[config.mk]
export PLATFORM = sky130hd
export DESIGN_NAME = reg_cmd_responder
export DESIGN_NICKNAME = d
export VERILOG_FILES = /design/src/rtl/reg_cmd_responder.sv
export SDC_FILE = /design/constraint.sdc
export NUM_CORES = 1
export LEC_CHECK = 0
export BUFFER_PORTS_ARGS = -buffer_cell sky130_fd_sc_hd__buf_2
export CORE_UTILIZATION = 53
export CTS_CLUSTER_DIAMETER = 40
export DETAILED_ROUTE_END_ITERATION = 8
export PLACE_DENSITY = 0.81
export SYNTH_ARGS = -nofsm -noshare
export SYNTH_HDL_FRONTEND = slang
export SYNTH_SLANG_ARGS = --single-unit
[constraint.sdc]
create_clock -name clk -period 3.2 [get_ports clk]
set_clock_uncertainty 0.2 [all_clocks]
set_input_delay 0.32 -clock clk [delete_from_list [all_inputs] [get_ports clk]]
set_output_delay 0.32 -clock clk [all_outputs]
set_load 0.01 [all_outputs]
[src/rtl/reg_cmd_responder.sv]
// Byte-stream register command responder: 8-byte frames drive register write/read strobes, readback returned as 4 reply bytes.
// Optional build macro CMD_TIMEOUT_EN abandons a partial frame after TIMEOUT_CYCLES idle cycles.
module reg_cmd_responder #(
  parameter int unsigned TIMEOUT_CYCLES = 1024
) (
  input  logic        clk,
  input  logic        reset,
  input  logic [7:0]  cmd_data,
  input  logic        cmd_valid,
  output logic        cmd_ready,
  output logic [15:0] reg_addr,
  output logic [31:0] reg_wdata,
  output logic        reg_wr,
  output logic        reg_rd,
  input  logic [31:0] reg_rdata,
  output logic [7:0]  reply_data,
  output logic        reply_valid,
  input  logic        reply_ready
);

  localparam logic [7:0] MAGIC = 8'hAA;

  typedef enum logic [3:0] {
    S_IDLE, S_FLAG, S_ADDR0, S_ADDR1, S_VAL0, S_VAL1, S_VAL2, S_VAL3,
    S_EXEC, S_READ, S_CAPTURE, S_REPLY
  } state_t;

  if (TIMEOUT_CYCLES < 1) begin : g_bad_timeout
    $error("TIMEOUT_CYCLES must be at least 1");
  end

  state_t      state_q, state_d;
  logic        wr_flag_q, wr_flag_d;
  logic [15:0] reg_addr_q, reg_addr_d;
  logic [31:0] reg_wdata_q, reg_wdata_d;
  logic        reg_wr_q, reg_wr_d;
  logic        reg_rd_q, reg_rd_d;
  logic        cmd_ready_q, cmd_ready_d;
  logic        reply_valid_q, reply_valid_d;
  logic [7:0]  reply_data_q, reply_data_d;
  logic [31:0] reply_sr_q, reply_sr_d;
  logic [1:0]  reply_cnt_q, reply_cnt_d;
  logic        accept;

`ifdef CMD_TIMEOUT_EN
  localparam int unsigned TO_W = $clog2(TIMEOUT_CYCLES + 1);
  logic [TO_W-1:0] to_q, to_d;
`endif

  assign accept = cmd_valid & cmd_ready_q;

  // Next-state and registered-output computation
  always_comb begin
    state_d       = state_q;
    wr_flag_d     = wr_flag_q;
    reg_addr_d    = reg_addr_q;
    reg_wdata_d   = reg_wdata_q;
    reg_wr_d      = 1'b0;
    reg_rd_d      = 1'b0;
    reply_valid_d = reply_valid_q;
    reply_data_d  = reply_data_q;
    reply_sr_d    = reply_sr_q;
    reply_cnt_d   = reply_cnt_q;
`ifdef CMD_TIMEOUT_EN
    to_d          = '0;
`endif

    case (state_q)
      S_IDLE:  if (accept && cmd_data == MAGIC) state_d = S_FLAG;
      S_FLAG:  if (accept) begin wr_flag_d = cmd_data[0]; state_d = S_ADDR0; end
      S_ADDR0: if (accept) begin reg_addr_d[7:0] = cmd_data; state_d = S_ADDR1; end
      S_ADDR1: if (accept) begin reg_addr_d[15:8] = cmd_data; state_d = S_VAL0; end
      S_VAL0:  if (accept) begin reg_wdata_d[7:0] = cmd_data; state_d = S_VAL1; end
      S_VAL1:  if (accept) begin reg_wdata_d[15:8] = cmd_data; state_d = S_VAL2; end
      S_VAL2:  if (accept) begin reg_wdata_d[23:16] = cmd_data; state_d = S_VAL3; end
      S_VAL3: begin
        if (accept) begin
          reg_wdata_d[31:24] = cmd_data;
          reg_wr_d           = wr_flag_q;
          state_d            = S_EXEC;
        end
      end
      S_EXEC: begin
        reg_rd_d = 1'b1;
        state_d  = S_READ;
      end
      S_READ: state_d = S_CAPTURE;
      S_CAPTURE: begin
        reply_sr_d    = reg_rdata;
        reply_data_d  = reg_rdata[7:0];
        reply_cnt_d   = 2'd0;
        reply_valid_d = 1'b1;
        state_d       = S_REPLY;
      end
      S_REPLY: begin
        if (reply_valid_q && reply_ready) begin
          if (reply_cnt_q == 2'd3) begin
            reply_valid_d = 1'b0;
            state_d       = S_IDLE;
          end else begin
            reply_data_d = reply_sr_q[15:8];
            reply_sr_d   = {8'h00, reply_sr_q[31:8]};
            reply_cnt_d  = reply_cnt_q + 2'd1;
          end
        end
      end
      default: state_d = S_IDLE;
    endcase

`ifdef CMD_TIMEOUT_EN
    // Idle gap inside a frame: count, and abandon the frame without strobes on expiry
    if (state_q >= S_FLAG && state_q <= S_VAL3 && !accept) begin
      if (to_q == TO_W'(TIMEOUT_CYCLES - 1)) state_d = S_IDLE;
      else                                   to_d    = to_q + TO_W'(1);
    end
`endif

    cmd_ready_d = (state_d <= S_VAL3);
  end

  always_ff @(posedge clk or posedge reset) begin
    if (reset) begin
      state_q       <= S_IDLE;
      wr_flag_q     <= 1'b0;
      reg_addr_q    <= '0;
      reg_wdata_q   <= '0;
      reg_wr_q      <= 1'b0;
      reg_rd_q      <= 1'b0;
      cmd_ready_q   <= 1'b1;
      reply_valid_q <= 1'b0;
      reply_data_q  <= '0;
      reply_sr_q    <= '0;
      reply_cnt_q   <= '0;
`ifdef CMD_TIMEOUT_EN
      to_q          <= '0;
`endif
    end else begin
      state_q       <= state_d;
      wr_flag_q     <= wr_flag_d;
      reg_addr_q    <= reg_addr_d;
      reg_wdata_q   <= reg_wdata_d;
      reg_wr_q      <= reg_wr_d;
      reg_rd_q      <= reg_rd_d;
      cmd_ready_q   <= cmd_ready_d;
      reply_valid_q <= reply_valid_d;
      reply_data_q  <= reply_data_d;
      reply_sr_q    <= reply_sr_d;
      reply_cnt_q   <= reply_cnt_d;
`ifdef CMD_TIMEOUT_EN
      to_q          <= to_d;
`endif
    end
  end

  assign cmd_ready   = cmd_ready_q;
  assign reg_addr    = reg_addr_q;
  assign reg_wdata   = reg_wdata_q;
  assign reg_wr      = reg_wr_q;
  assign reg_rd      = reg_rd_q;
  assign reply_data  = reply_data_q;
  assign reply_valid = reply_valid_q;

endmodule

==> metrics <==
DR WL/cell=17.4 µm; DIE AREA=8130 µm²; CP arrival=2.33 ns; Max Buffers Root-to-Sink=2; post-synth top area share=54.6%; Seq cells post-synth=91; P&R area growth vs syn=19.4%; failing checks=negative hold slack; port buffer count=103; clock tree from TritonCTS=built; combinational power share=36.5%; DRC errors left=0; WS Path Type=reg -> reg; RSZ-0062 raised after global routing=no; most frequent cell after synthesis=dfrtp_1; Peak VDD IR=0.546 mV; via/cell ratio=5.38; switching share of power=32.7%; Die Width=90.2 µm; DRT Pass-1 Iters=4; GRT overflow=0; P_int=2960 µW; clock power share=18.0%; H-tree depth=3; Initial Util=55.9%; Clock Sinks=91; Core Region=7370 µm²; fillcell total=537; Max-Cap Viols=0; Hold/Removal Path Class=in -> async; vias in the first global route=2722; register area share after synthesis=55.3%; Mapped Cells=264; pwr dens=895 nW/µm²; post-synth cell types=37; Mapped Avg Cell Area=15.6 µm²; cts hold-fix bufs=7; PnR Total Power=4400 µW; post-route minimum period=2.30 ns; PostCTS Resize Cnt=0; Antenna Cells=0; share of layout cells above drive strength 1=60.6%; total global-route track usage=21.6%; most frequent cells after synthesis=dfrtp_1, mux2_2, mux2_4; EDFF count, synth=0; CTS buffer count=9; hold_ws=-0.0263 ns; CTS Root Cell=clkbuf_8; synthesized area=4120 µm²; global-route wire length before repair=13.8 mm; Core Rows=31; asr flop ratio synth=100%; Final Cycle Share=71.8%; type of origin of the critical path=flip-flop; DP HPWL=5.70 mm; status=finished with violations; largest cells by area after synthesis=dfrtp_1, mux2_2, mux2_4; Worst R2R Start=state_q[1]; top-level I/O count=104; final setup fails=0; total number of yosys warnings=0; Sequential Power Share=45.5%; antenna violations before repair=0; setup bufs post-CTS=0; count of final max-slew check failures=0; final net count=416; Hold Violations, Final=54; max_slew headroom=32.4%; latest clock arrival within the worst-skew pair=0.35 ns; largest net degree at the start of global routing=62; drt first-iter violations=126; RePlAce Congestion=0.900; Worst Tran Pin Value=1.01 ns; CP Launch Point=state_q[1]; final core utilization=66.8%; DRT Wirelength=8.24 mm; syn_nets=309; CP Max Fanout=25; Sw Pwr=1440 µW; Synth Flop Type=dfrtp_1; Clock transition at path regs=0.09 ns; Detail Route Antenna Nets=0; fmax=435 MHz; via count=2554; DIE HEIGHT=90.2 µm; WP data required=3.23 ns; top cell type by total area after synthesis=dfrtp_1; Worst Setup End Kind=flip-flop; LEAKAGE=0.00243 µW; setup TNS=0 ns
## cell type report
class                           instances  area (µm²)  area share (%)
Timing Repair Buffer                  114         616            12.5
Clock inverter                          5        62.6            1.27
Multi-Input combinational cell        154        1690            34.4
Tap cell                               99         124            2.52
Clock buffer                           11         141            2.87
Inverter                                1        5.00           0.102
Sequential cell                        91        2280            46.3
## layer usage
layer,GRT usage (%),part of all wire [%]
met5,0,0
met4,7.39,1.3
met3,4.65,5.5
met2,36.5,51
met1,27.7,42
## worst paths after layout
kind	end	slack [ns]	cells past startpoint
max	reply_sr_q[22]	0.90	3
min	reg_wdata[31]	-0.03	2
max reg2reg	reply_sr_q[22]	0.90	3
min reg2reg	reg_addr[12]	0.30	1
max in group asynchronous	reg_addr[1]	2.05	3
min in group clk	reply_sr_q[28]	0.03	2
## critical path, stage by stage (launching register included)
cell and delay [ns]:
dfrtp_1 0.65, nand4b_4 0.57, mux2_2 0.49, mux2_2 0.27
## cells by family (layout without fill, tap and decap cells)
kind of cell,Yosys count,count (layout),share of synthesized area (%)
buffers and inverters,19,131,3.64
XOR/XNOR,1,1,0.213
AND/OR/NAND/NOR,34,34,6.34
AO/OA/AOI/OAI,20,20,3.98
adder cells (fa/ha/maj),1,1,0.304
flip-flops,91,91,55.3
multiplexers,98,98,30.2
## registers in the layout, indices dropped and copies added, names as in the netlist, 2 cells and up
signal	count
state_q	4
reply_sr_q	25
reply_cnt_q	2
reg_addr	16
reg_wdata	32
reply_data	7
## metrics by stage
stage | cell area [µm²] | setup WS [ns] | cells
2_1_floorplan | 4120 | 0.318 | 264
3_3_place_gp | 4650 | 1.01 | 452
3_5_place_dp | 4650 | 0.923 | 452
4_1_cts | 4920 | 0.895 | 475
5_1_grt | 4920 | 0.815 | 475
6_report | 4920 | 0.903 | 475
## cell usage in the layout, fill, tap and decap left out, types with 3 or more instances in the layout
cell type,count
a22o_1,9
dlygate4sd3_1,7
mux2_1,3
nor2b_1,5
mux2_2,57
nor2_1,4
clkbuf_8,10
dfrtp_1,90
nand2_1,4
buf_4,4
buf_2,103
o21ai_0,4
mux2_4,38
## power by group through the flow
stage               Combinational, µW  Clock, µW  Sequential [µW]
finish                           1610        793             2000
global route                     1730        854             2070
CTS                              1630        814             2000
detailed placement               1610          0             2020
global placement                 1560          0             1980
floorplan                        1070          0             2060
(Power assumes the default switching activity.)
